## src/rtl/ddr3_burst_sched_if.sv

```systemverilog
// MIG 7-series app_* user-interface bundle between the burst scheduler (master)
// and the memory controller (slave).
interface ddr3_burst_sched_if #(
  parameter int ADDR_W = 28
) ();
  logic              init_calib_complete;
  logic              app_rdy;
  logic              app_wdf_rdy;
  logic              app_rd_data_valid;
  logic [ADDR_W-1:0] app_addr;
  logic [2:0]        app_cmd;
  logic              app_en;
  logic              app_wdf_wren;
  logic              app_wdf_end;

  modport master (
    input  init_calib_complete, app_rdy, app_wdf_rdy, app_rd_data_valid,
    output app_addr, app_cmd, app_en, app_wdf_wren, app_wdf_end
  );

  modport slave (
    output init_calib_complete, app_rdy, app_wdf_rdy, app_rd_data_valid,
    input  app_addr, app_cmd, app_en, app_wdf_wren, app_wdf_end
  );
endinterface

```

## src/rtl/ddr3_burst_sched.sv

```systemverilog
// Frame-buffer DDR3 burst scheduler: round-robin write/read bursts on the MIG app_* port
// with ping-pong frame banks. Define DDR3_RD_PRIORITY_EN to make reads always win arbitration.
module ddr3_burst_sched #(
  parameter int                ADDR_W      = 28,
  parameter int                CNT_W       = 11,
  parameter int                ADDR_STEP   = 8,
  parameter logic [ADDR_W-1:0] BANK_OFFSET = ADDR_W'(28'h0200000),
  parameter int                RD_THRESH   = 512
) (
  input  logic                ui_clk,
  input  logic                rst_n,
  ddr3_burst_sched_if.master  app,
  input  logic [ADDR_W-1:0]   wr_addr_min,
  input  logic [ADDR_W-1:0]   wr_addr_max,
  input  logic [ADDR_W-1:0]   rd_addr_min,
  input  logic [ADDR_W-1:0]   rd_addr_max,
  input  logic [7:0]          wr_burst_len,
  input  logic [7:0]          rd_burst_len,
  input  logic [CNT_W-1:0]    wfifo_rcount,
  input  logic [CNT_W-1:0]    rfifo_wcount,
  input  logic                wr_load,
  input  logic                rd_load,
  input  logic                rd_enable,
  input  logic                pingpang_en,
  output logic                rfifo_wren,
  output logic                wr_bank,
  output logic                rd_bank
);

  typedef enum logic [1:0] {
    WAIT_CAL = 2'd0,
    ARB      = 2'd1,
    WRITE    = 2'd2,
    READ     = 2'd3
  } state_t;

  state_t            state_r, state_nxt_s;
  logic [7:0]        beat_r, beat_nxt_s;
  logic [ADDR_W-1:0] wr_addr_r, wr_addr_nxt_s, rd_addr_r, rd_addr_nxt_s;
  logic              wr_bank_r, wr_bank_nxt_s, rd_bank_r, rd_bank_nxt_s;
  logic              last_wr_r, last_wr_nxt_s;
  logic              wr_pend_r, wr_pend_nxt_s, rd_pend_r, rd_pend_nxt_s;
  logic [2:0]        wr_load_sync_r, rd_load_sync_r;
  logic              wr_load_det_s, rd_load_det_s;
  logic [7:0]        wr_len_s, rd_len_s;
  logic              wreq_s, rreq_s, grant_wr_s, grant_rd_s;
  logic              wr_fire_s, rd_fire_s;
  logic [ADDR_W-1:0] wr_step_s, rd_step_s;
  logic              wr_wrap_s, rd_wrap_s;
  logic [ADDR_W-1:0] app_addr_nxt_s, app_addr_r;
  logic [2:0]        app_cmd_nxt_s, app_cmd_r;
  logic              app_en_nxt_s, app_en_r, app_wdf_wren_nxt_s, app_wdf_wren_r;

  assign wr_len_s      = (wr_burst_len == 8'd0) ? 8'd1 : wr_burst_len;
  assign rd_len_s      = (rd_burst_len == 8'd0) ? 8'd1 : rd_burst_len;
  assign wr_load_det_s = wr_load_sync_r[1] & ~wr_load_sync_r[2];
  assign rd_load_det_s = rd_load_sync_r[1] & ~rd_load_sync_r[2];
  assign wreq_s        = (wfifo_rcount >= CNT_W'(wr_len_s));
  assign rreq_s        = rd_enable && (rfifo_wcount < CNT_W'(RD_THRESH));
`ifdef DDR3_RD_PRIORITY_EN
  assign grant_rd_s    = rreq_s;
  assign grant_wr_s    = wreq_s && !rreq_s;
`else
  assign grant_rd_s    = rreq_s && (!wreq_s || last_wr_r);
  assign grant_wr_s    = wreq_s && (!rreq_s || !last_wr_r);
`endif
  assign wr_fire_s     = (state_r == WRITE) && app.init_calib_complete && app.app_rdy && app.app_wdf_rdy;
  assign rd_fire_s     = (state_r == READ) && app.init_calib_complete && app.app_rdy;
  assign wr_step_s     = wr_addr_r + ADDR_W'(ADDR_STEP);
  assign rd_step_s     = rd_addr_r + ADDR_W'(ADDR_STEP);
  assign wr_wrap_s     = (wr_step_s >= wr_addr_max);
  assign rd_wrap_s     = (rd_step_s >= rd_addr_max);

  // Next-state, counter, bank and pending-load logic
  always_comb begin
    state_nxt_s   = state_r;
    beat_nxt_s    = beat_r;
    wr_addr_nxt_s = wr_addr_r;
    rd_addr_nxt_s = rd_addr_r;
    wr_bank_nxt_s = wr_bank_r;
    rd_bank_nxt_s = rd_bank_r;
    last_wr_nxt_s = last_wr_r;
    wr_pend_nxt_s = wr_pend_r | wr_load_det_s;
    rd_pend_nxt_s = rd_pend_r | rd_load_det_s;
    case (state_r)
      WAIT_CAL: begin
        if (app.init_calib_complete) state_nxt_s = ARB;
        else                         state_nxt_s = WAIT_CAL;
      end
      ARB: begin
        // Frame restarts land here only, so a burst is never cut short
        beat_nxt_s = 8'd0;
        if (wr_pend_r) begin
          wr_addr_nxt_s = wr_addr_min;
          wr_pend_nxt_s = wr_load_det_s;
        end else begin
          wr_addr_nxt_s = wr_addr_r;
        end
        if (rd_pend_r) begin
          rd_addr_nxt_s = rd_addr_min;
          rd_pend_nxt_s = rd_load_det_s;
        end else begin
          rd_addr_nxt_s = rd_addr_r;
        end
        if (!app.init_calib_complete) begin
          state_nxt_s = WAIT_CAL;
        end else if (grant_rd_s) begin
          state_nxt_s   = READ;
          last_wr_nxt_s = 1'b0;
        end else if (grant_wr_s) begin
          state_nxt_s   = WRITE;
          last_wr_nxt_s = 1'b1;
        end else begin
          state_nxt_s = ARB;
        end
      end
      WRITE: begin
        if (!app.init_calib_complete) begin
          state_nxt_s = WAIT_CAL;
        end else if (wr_fire_s) begin
          beat_nxt_s    = beat_r + 8'd1;
          wr_addr_nxt_s = wr_wrap_s ? wr_addr_min : wr_step_s;
          if (wr_wrap_s) begin
            wr_bank_nxt_s = ~wr_bank_r;
            rd_bank_nxt_s = wr_bank_r;
          end else begin
            wr_bank_nxt_s = wr_bank_r;
          end
          if (beat_r == (wr_len_s - 8'd1)) state_nxt_s = ARB;
          else                              state_nxt_s = WRITE;
        end else begin
          state_nxt_s = WRITE;
        end
      end
      READ: begin
        if (!app.init_calib_complete) begin
          state_nxt_s = WAIT_CAL;
        end else if (rd_fire_s) begin
          beat_nxt_s    = beat_r + 8'd1;
          rd_addr_nxt_s = rd_wrap_s ? rd_addr_min : rd_step_s;
          if (beat_r == (rd_len_s - 8'd1)) state_nxt_s = ARB;
          else                              state_nxt_s = READ;
        end else begin
          state_nxt_s = READ;
        end
      end
      default: begin
        state_nxt_s = WAIT_CAL;
      end
    endcase
    if (!pingpang_en) begin
      wr_bank_nxt_s = 1'b0;
      rd_bank_nxt_s = 1'b0;
    end else begin
      wr_bank_nxt_s = wr_bank_nxt_s;
    end
  end

  // Outputs are registered from the next state so they line up with the beat being presented
  always_comb begin
    app_en_nxt_s       = (state_nxt_s == WRITE) || (state_nxt_s == READ);
    app_wdf_wren_nxt_s = (state_nxt_s == WRITE);
    app_cmd_nxt_s      = (state_nxt_s == WRITE) ? 3'b000 : 3'b001;
    if (state_nxt_s == WRITE) begin
      app_addr_nxt_s = wr_addr_nxt_s + (wr_bank_nxt_s ? BANK_OFFSET : {ADDR_W{1'b0}});
    end else if (state_nxt_s == READ) begin
      app_addr_nxt_s = rd_addr_nxt_s + (rd_bank_nxt_s ? BANK_OFFSET : {ADDR_W{1'b0}});
    end else begin
      app_addr_nxt_s = {ADDR_W{1'b0}};
    end
  end

  // Load-pulse synchronizers: [0] meta, [1] synced, [2] previous for edge detect
  always_ff @(posedge ui_clk or negedge rst_n) begin
    if (!rst_n) begin
      wr_load_sync_r <= 3'b000;
      rd_load_sync_r <= 3'b000;
    end else begin
      wr_load_sync_r <= {wr_load_sync_r[1:0], wr_load};
      rd_load_sync_r <= {rd_load_sync_r[1:0], rd_load};
    end
  end

  // State, counters and output registers; pending flags start set so the first ARB loads the window minimums
  always_ff @(posedge ui_clk or negedge rst_n) begin
    if (!rst_n) begin
      state_r        <= WAIT_CAL;
      beat_r         <= 8'd0;
      wr_addr_r      <= {ADDR_W{1'b0}};
      rd_addr_r      <= {ADDR_W{1'b0}};
      wr_bank_r      <= 1'b0;
      rd_bank_r      <= 1'b0;
      last_wr_r      <= 1'b0;
      wr_pend_r      <= 1'b1;
      rd_pend_r      <= 1'b1;
      app_addr_r     <= {ADDR_W{1'b0}};
      app_cmd_r      <= 3'b001;
      app_en_r       <= 1'b0;
      app_wdf_wren_r <= 1'b0;
    end else begin
      state_r        <= state_nxt_s;
      beat_r         <= beat_nxt_s;
      wr_addr_r      <= wr_addr_nxt_s;
      rd_addr_r      <= rd_addr_nxt_s;
      wr_bank_r      <= wr_bank_nxt_s;
      rd_bank_r      <= rd_bank_nxt_s;
      last_wr_r      <= last_wr_nxt_s;
      wr_pend_r      <= wr_pend_nxt_s;
      rd_pend_r      <= rd_pend_nxt_s;
      app_addr_r     <= app_addr_nxt_s;
      app_cmd_r      <= app_cmd_nxt_s;
      app_en_r       <= app_en_nxt_s;
      app_wdf_wren_r <= app_wdf_wren_nxt_s;
    end
  end

  assign app.app_addr     = app_addr_r;
  assign app.app_cmd      = app_cmd_r;
  assign app.app_en       = app_en_r;
  assign app.app_wdf_wren = app_wdf_wren_r;
  assign app.app_wdf_end  = app_wdf_wren_r;
  assign rfifo_wren       = app.app_rd_data_valid;
  assign wr_bank          = wr_bank_r;
  assign rd_bank          = rd_bank_r;

endmodule

```

## src/flat_wrapper.sv

```systemverilog
// flat-port wrapper written by rule: the top's interface ports become plain ports
module ddr3_burst_sched_flat 
#(
  parameter int                ADDR_W      = 28,
  parameter int                CNT_W       = 11,
  parameter int                ADDR_STEP   = 8,
  parameter logic [ADDR_W-1:0] BANK_OFFSET = ADDR_W'(28'h0200000),
  parameter int                RD_THRESH   = 512
)
  (ui_clk, rst_n, wr_addr_min, wr_addr_max, rd_addr_min, rd_addr_max, wr_burst_len, rd_burst_len, wfifo_rcount, rfifo_wcount, wr_load, rd_load, rd_enable, pingpang_en, rfifo_wren, wr_bank, rd_bank, app_init_calib_complete, app_app_rdy, app_app_wdf_rdy, app_app_rd_data_valid, app_app_addr, app_app_cmd, app_app_en, app_app_wdf_wren, app_app_wdf_end);
  ddr3_burst_sched_if #(.ADDR_W(ADDR_W)) app_i ();
  input  logic ui_clk;
  input  logic rst_n;
  input  logic [ADDR_W-1:0] wr_addr_min;
  input  logic [ADDR_W-1:0] wr_addr_max;
  input  logic [ADDR_W-1:0] rd_addr_min;
  input  logic [ADDR_W-1:0] rd_addr_max;
  input  logic [7:0] wr_burst_len;
  input  logic [7:0] rd_burst_len;
  input  logic [CNT_W-1:0] wfifo_rcount;
  input  logic [CNT_W-1:0] rfifo_wcount;
  input  logic wr_load;
  input  logic rd_load;
  input  logic rd_enable;
  input  logic pingpang_en;
  output logic rfifo_wren;
  output logic wr_bank;
  output logic rd_bank;
  input wire logic [$bits(app_i.init_calib_complete)-1:0] app_init_calib_complete;
  input wire logic [$bits(app_i.app_rdy)-1:0] app_app_rdy;
  input wire logic [$bits(app_i.app_wdf_rdy)-1:0] app_app_wdf_rdy;
  input wire logic [$bits(app_i.app_rd_data_valid)-1:0] app_app_rd_data_valid;
  output wire logic [$bits(app_i.app_addr)-1:0] app_app_addr;
  output wire logic [$bits(app_i.app_cmd)-1:0] app_app_cmd;
  output wire logic [$bits(app_i.app_en)-1:0] app_app_en;
  output wire logic [$bits(app_i.app_wdf_wren)-1:0] app_app_wdf_wren;
  output wire logic [$bits(app_i.app_wdf_end)-1:0] app_app_wdf_end;
  assign app_i.init_calib_complete = app_init_calib_complete;
  assign app_i.app_rdy = app_app_rdy;
  assign app_i.app_wdf_rdy = app_app_wdf_rdy;
  assign app_i.app_rd_data_valid = app_app_rd_data_valid;
  assign app_app_addr = app_i.app_addr;
  assign app_app_cmd = app_i.app_cmd;
  assign app_app_en = app_i.app_en;
  assign app_app_wdf_wren = app_i.app_wdf_wren;
  assign app_app_wdf_end = app_i.app_wdf_end;
  ddr3_burst_sched #(.ADDR_W(ADDR_W), .CNT_W(CNT_W), .ADDR_STEP(ADDR_STEP), .BANK_OFFSET(BANK_OFFSET), .RD_THRESH(RD_THRESH)) u_core (.ui_clk(ui_clk), .rst_n(rst_n), .app(app_i), .wr_addr_min(wr_addr_min), .wr_addr_max(wr_addr_max), .rd_addr_min(rd_addr_min), .rd_addr_max(rd_addr_max), .wr_burst_len(wr_burst_len), .rd_burst_len(rd_burst_len), .wfifo_rcount(wfifo_rcount), .rfifo_wcount(rfifo_wcount), .wr_load(wr_load), .rd_load(rd_load), .rd_enable(rd_enable), .pingpang_en(pingpang_en), .rfifo_wren(rfifo_wren), .wr_bank(wr_bank), .rd_bank(rd_bank));
endmodule
```

## config.mk

```make
export PLATFORM = sky130hd
export DESIGN_NAME = ddr3_burst_sched_flat
export DESIGN_NICKNAME = d
export VERILOG_FILES = /design/src/rtl/ddr3_burst_sched_if.sv /design/src/rtl/ddr3_burst_sched.sv /design/src/flat_wrapper.sv
export SDC_FILE = /design/constraint.sdc
export NUM_CORES = 1
export LEC_CHECK = 0
export CAP_MARGIN = 20
export CORE_MARGIN = 2
export CORE_UTILIZATION = 56
export CTS_BUF_LIST = sky130_fd_sc_hd__clkbuf_16
export DETAILED_ROUTE_END_ITERATION = 6
export PLACE_DENSITY = 0.88
export SYNTH_ARGS = -nofsm -noshare
export SYNTH_HDL_FRONTEND = slang
export SYNTH_SLANG_ARGS = --single-unit
```

## constraint.sdc

```tcl
create_clock -name ui_clk -period 12.3 [get_ports ui_clk]
set_input_delay 1.845 -clock ui_clk [delete_from_list [all_inputs] [get_ports ui_clk]]
set_output_delay 1.845 -clock ui_clk [all_outputs]
set_load 0.05 [all_outputs]
```

==> results.cfg <==
[floorplanning]
ios = 197
core_area_sq_um = 15200
chipHeight_microns = 128.9
die-area_sq_um = 16610
chipWidth_microns = 128.9
initial_core_util = 0.5744
rows = 45

[critical_path]
critPathArrivalTime_ps = 6790
crit_path_end_kind = flop
crit_fanout = 15
start_kind = flop
required_ps = 12520
worst-setup-path-type = reg2reg

[sta]
slew_violations = 0
setup_slack_ps = 5731
hold-worst-slack_ps = 356.4
hold_viol_final = 0
max_freq_mhz = 152.2
worst_pin_slew_ps = 964.5
setup_violations = 0
setup_tns_ps = 0
min_period_ps = 6569
slew_headroom = 0.3570
period_share = 0.5341
rsz0062_at_grt = no
fin_skew_ps = 18.02

[yosys]
ys_warn_count = 0
synthCells = 1022
synth_ff_type = dfrtp_1
synthArstFlopShare = 1.000
synth-edff-count = 0
yosysSeqAreaShare = 0.3099
ys_seq_elements = 108
synth_cell_types = 85
avgSynthCellArea_sq_um = 8.544
synthesis.area_sq_um = 8732

[grt]
grt_pass1_wl_microns = 41500
antenna_found_initial = 0
grt_max_degree = 59
grt_pass1_vias = 8258
grt-ovfl-total = 0
grt_util_all_layers = 0.3198

[hold_path]
hold_class = reg2reg

[clock_tree]
worstSkewPairLatency_ps = 370
cts_hold_buffers = 0
cts_max_level = 3
cts_setup_buffers = 0
post_cts_resized = 0
numCtsBuffers = 9
cts_tree = yes
clk_pin_slew_ps = 90
cts.sinks = 108
clockBufferDepth = 2
cts-root-buf = clkbuf_16

[detailed_routing]
drtIter0Drc = 969
wire_per_inst_microns = 19.15
viasPerCell = 6.243
drc_errors = 43
postRouteAntennaNets = 0
wl_microns = 26220
vias = 8546
dr.pass1.iters = 7

[placement]
dp_slack_ps = 5657
place_congestion = 0.9493
dp.cells = 1353
port_buffers = 183
dp_hpwl_microns = 20130

[cells_and_area]
syn2layout_area_growth_pct = 25.43
drive_gt1_frac = 0.04064
final_cell_mix = 182 x clkdlybuf4s50_1, 114 x nand2_1, 111 x inv_1
nets = 1413
diodes = 0
layout_commonest_cell = clkdlybuf4s50_1
layoutNonFillerInstCount = 1369

[flow_run]
cap_violations = 0

[pwr]
cellPowerDensity_nw_per_um2 = 191.1
peakVddDrop_mv = 0.1260
p_leak_uw = 0.005084

[run_status]
violations = DRC
status = finished with violations
sequential cells by signal, summed over array words and instances, names as in the netlist:
| signal | flops |
|---|---|
| u_core.app.app_addr | 28 |
| u_core.rd_addr_r | 28 |
| u_core.wr_addr_r | 28 |
| u_core.beat_r | 8 |
| u_core.rd_load_sync_r | 3 |
| u_core.wr_load_sync_r | 3 |
| u_core.state_r | 2 |
| u_core.app.app_cmd | 1 |
| u_core.app.app_en | 1 |
| u_core.app.app_wdf_end | 1 |
| u_core.last_wr_r | 1 |
| u_core.rd_bank | 1 |
| u_core.rd_pend_r | 1 |
| u_core.wr_bank | 1 |
| u_core.wr_pend_r | 1 |
report_power, final:
group          leakage [uW]  switching, uW  internal [uW]  total [uW]
combinational       0.00352            762            436        1200
clock              0.000151            151            146         297
sequential          0.00142            128            470         598
total               0.00508           1040           1050        2090
Yosys cell counts, drive strengths merged (6+ instances only):
library cell  count  area (sq um)
ha               77         963.4
nor4             16         112.6
nor3             20         105.1
a21o              8         60.06
o22ai             7         43.79
inv             112         420.4
o21a              7         52.55
a211oi            7         52.55
a222oi           16         160.2
clkbuf           36         135.1
o21ai            49         252.8
dfrtp           105          2628
o31ai             7         52.55
a21oi            46         230.2
a21boi            7         52.55
buf              11         68.81
a22oi            15         112.6
and3             12         75.07
xor2             29         254.0
o211a            18         180.2
nand2           115         439.2
xnor2            52         455.4
mux2i            11         110.1
and4             12         105.1
o31a              7         61.31
and2              9         56.31
nand4            24         150.1
a2111oi           6         96.34
nand3            43         215.2
nor2             47         176.4
cell type report:
class                   count  area (sq um)
multi-input cells         756          5405
fillers                  1166          4249
flip-flops and latches    108          2706
repair buffers            189          1874
inverters                 112         420.4
well taps                 188         235.2
clock buffers               9         225.2
clock inverters             7         86.33
final timing paths:
kind	slack, ps	start	end	depth (start not counted)
max	5730	u_core.wr_addr_r[7]	u_core.app.app_addr[27]	20
max reg2reg	5730	u_core.wr_addr_r[7]	u_core.app.app_addr[27]	20
max in group asynchronous	9610	rst_n	u_core.app.app_addr[15]	2
min reg2reg	360	u_core.rd_load_sync_r[0]	u_core.rd_load_sync_r[1]	0
min	360	u_core.rd_load_sync_r[0]	u_core.rd_load_sync_r[1]	0
min in group asynchronous	1510	rst_n	u_core.rd_load_sync_r[0]	1
critical path, stage by stage (launching register included):
cell and delay [ps]:
dfrtp_1 490, nand4_1 330, nor4_2 640, nand2_1 250, nor2_1 180, xnor2_1 180
inv_1 70, ha_1 300, nand4_1 180, nor4_1 750, o41a_1 490, o21ai_2 200
nand2_1 520, a222oi_1 210, o21ai_0 360, ha_1 250, ha_1 200, o311ai_1 180
a2111oi_4 370, xnor2_1 180, o22ai_1 100
cells by family after synthesis:
logic type,Yosys count,synth area share
buf+inv,159,0.07150
mux,16,0.01906
compound gates,256,0.2210
xor+xnor,81,0.08124
other cells,1,0.0004294
flops,108,0.3099
simple gates,324,0.1866
fa+ha+maj,77,0.1103
stage by stage:
stage	instance area, sq um	utilization	total power (uW)
2_1_floorplan	8736	-	1392
3_3_place_gp	10640	0.7000	1729
3_5_place_dp	10640	0.7000	1759
4_1_cts	10950	0.7205	2067
5_1_grt	10950	0.7205	2229
6_report	10950	0.7205	2093
metal layers:
layer / up-vias / GRT usage / share of wire
met1: 4012 / 0.4362 / 0.42
met2: 455 / 0.5120 / 0.46
met4: 0 / 0.1176 / 0.029
met5: - / 0 / 0
li1: 4020 / - / -
met3: 59 / 0.05738 / 0.086
No activity file was read; power rests on OpenSTA's default activity.
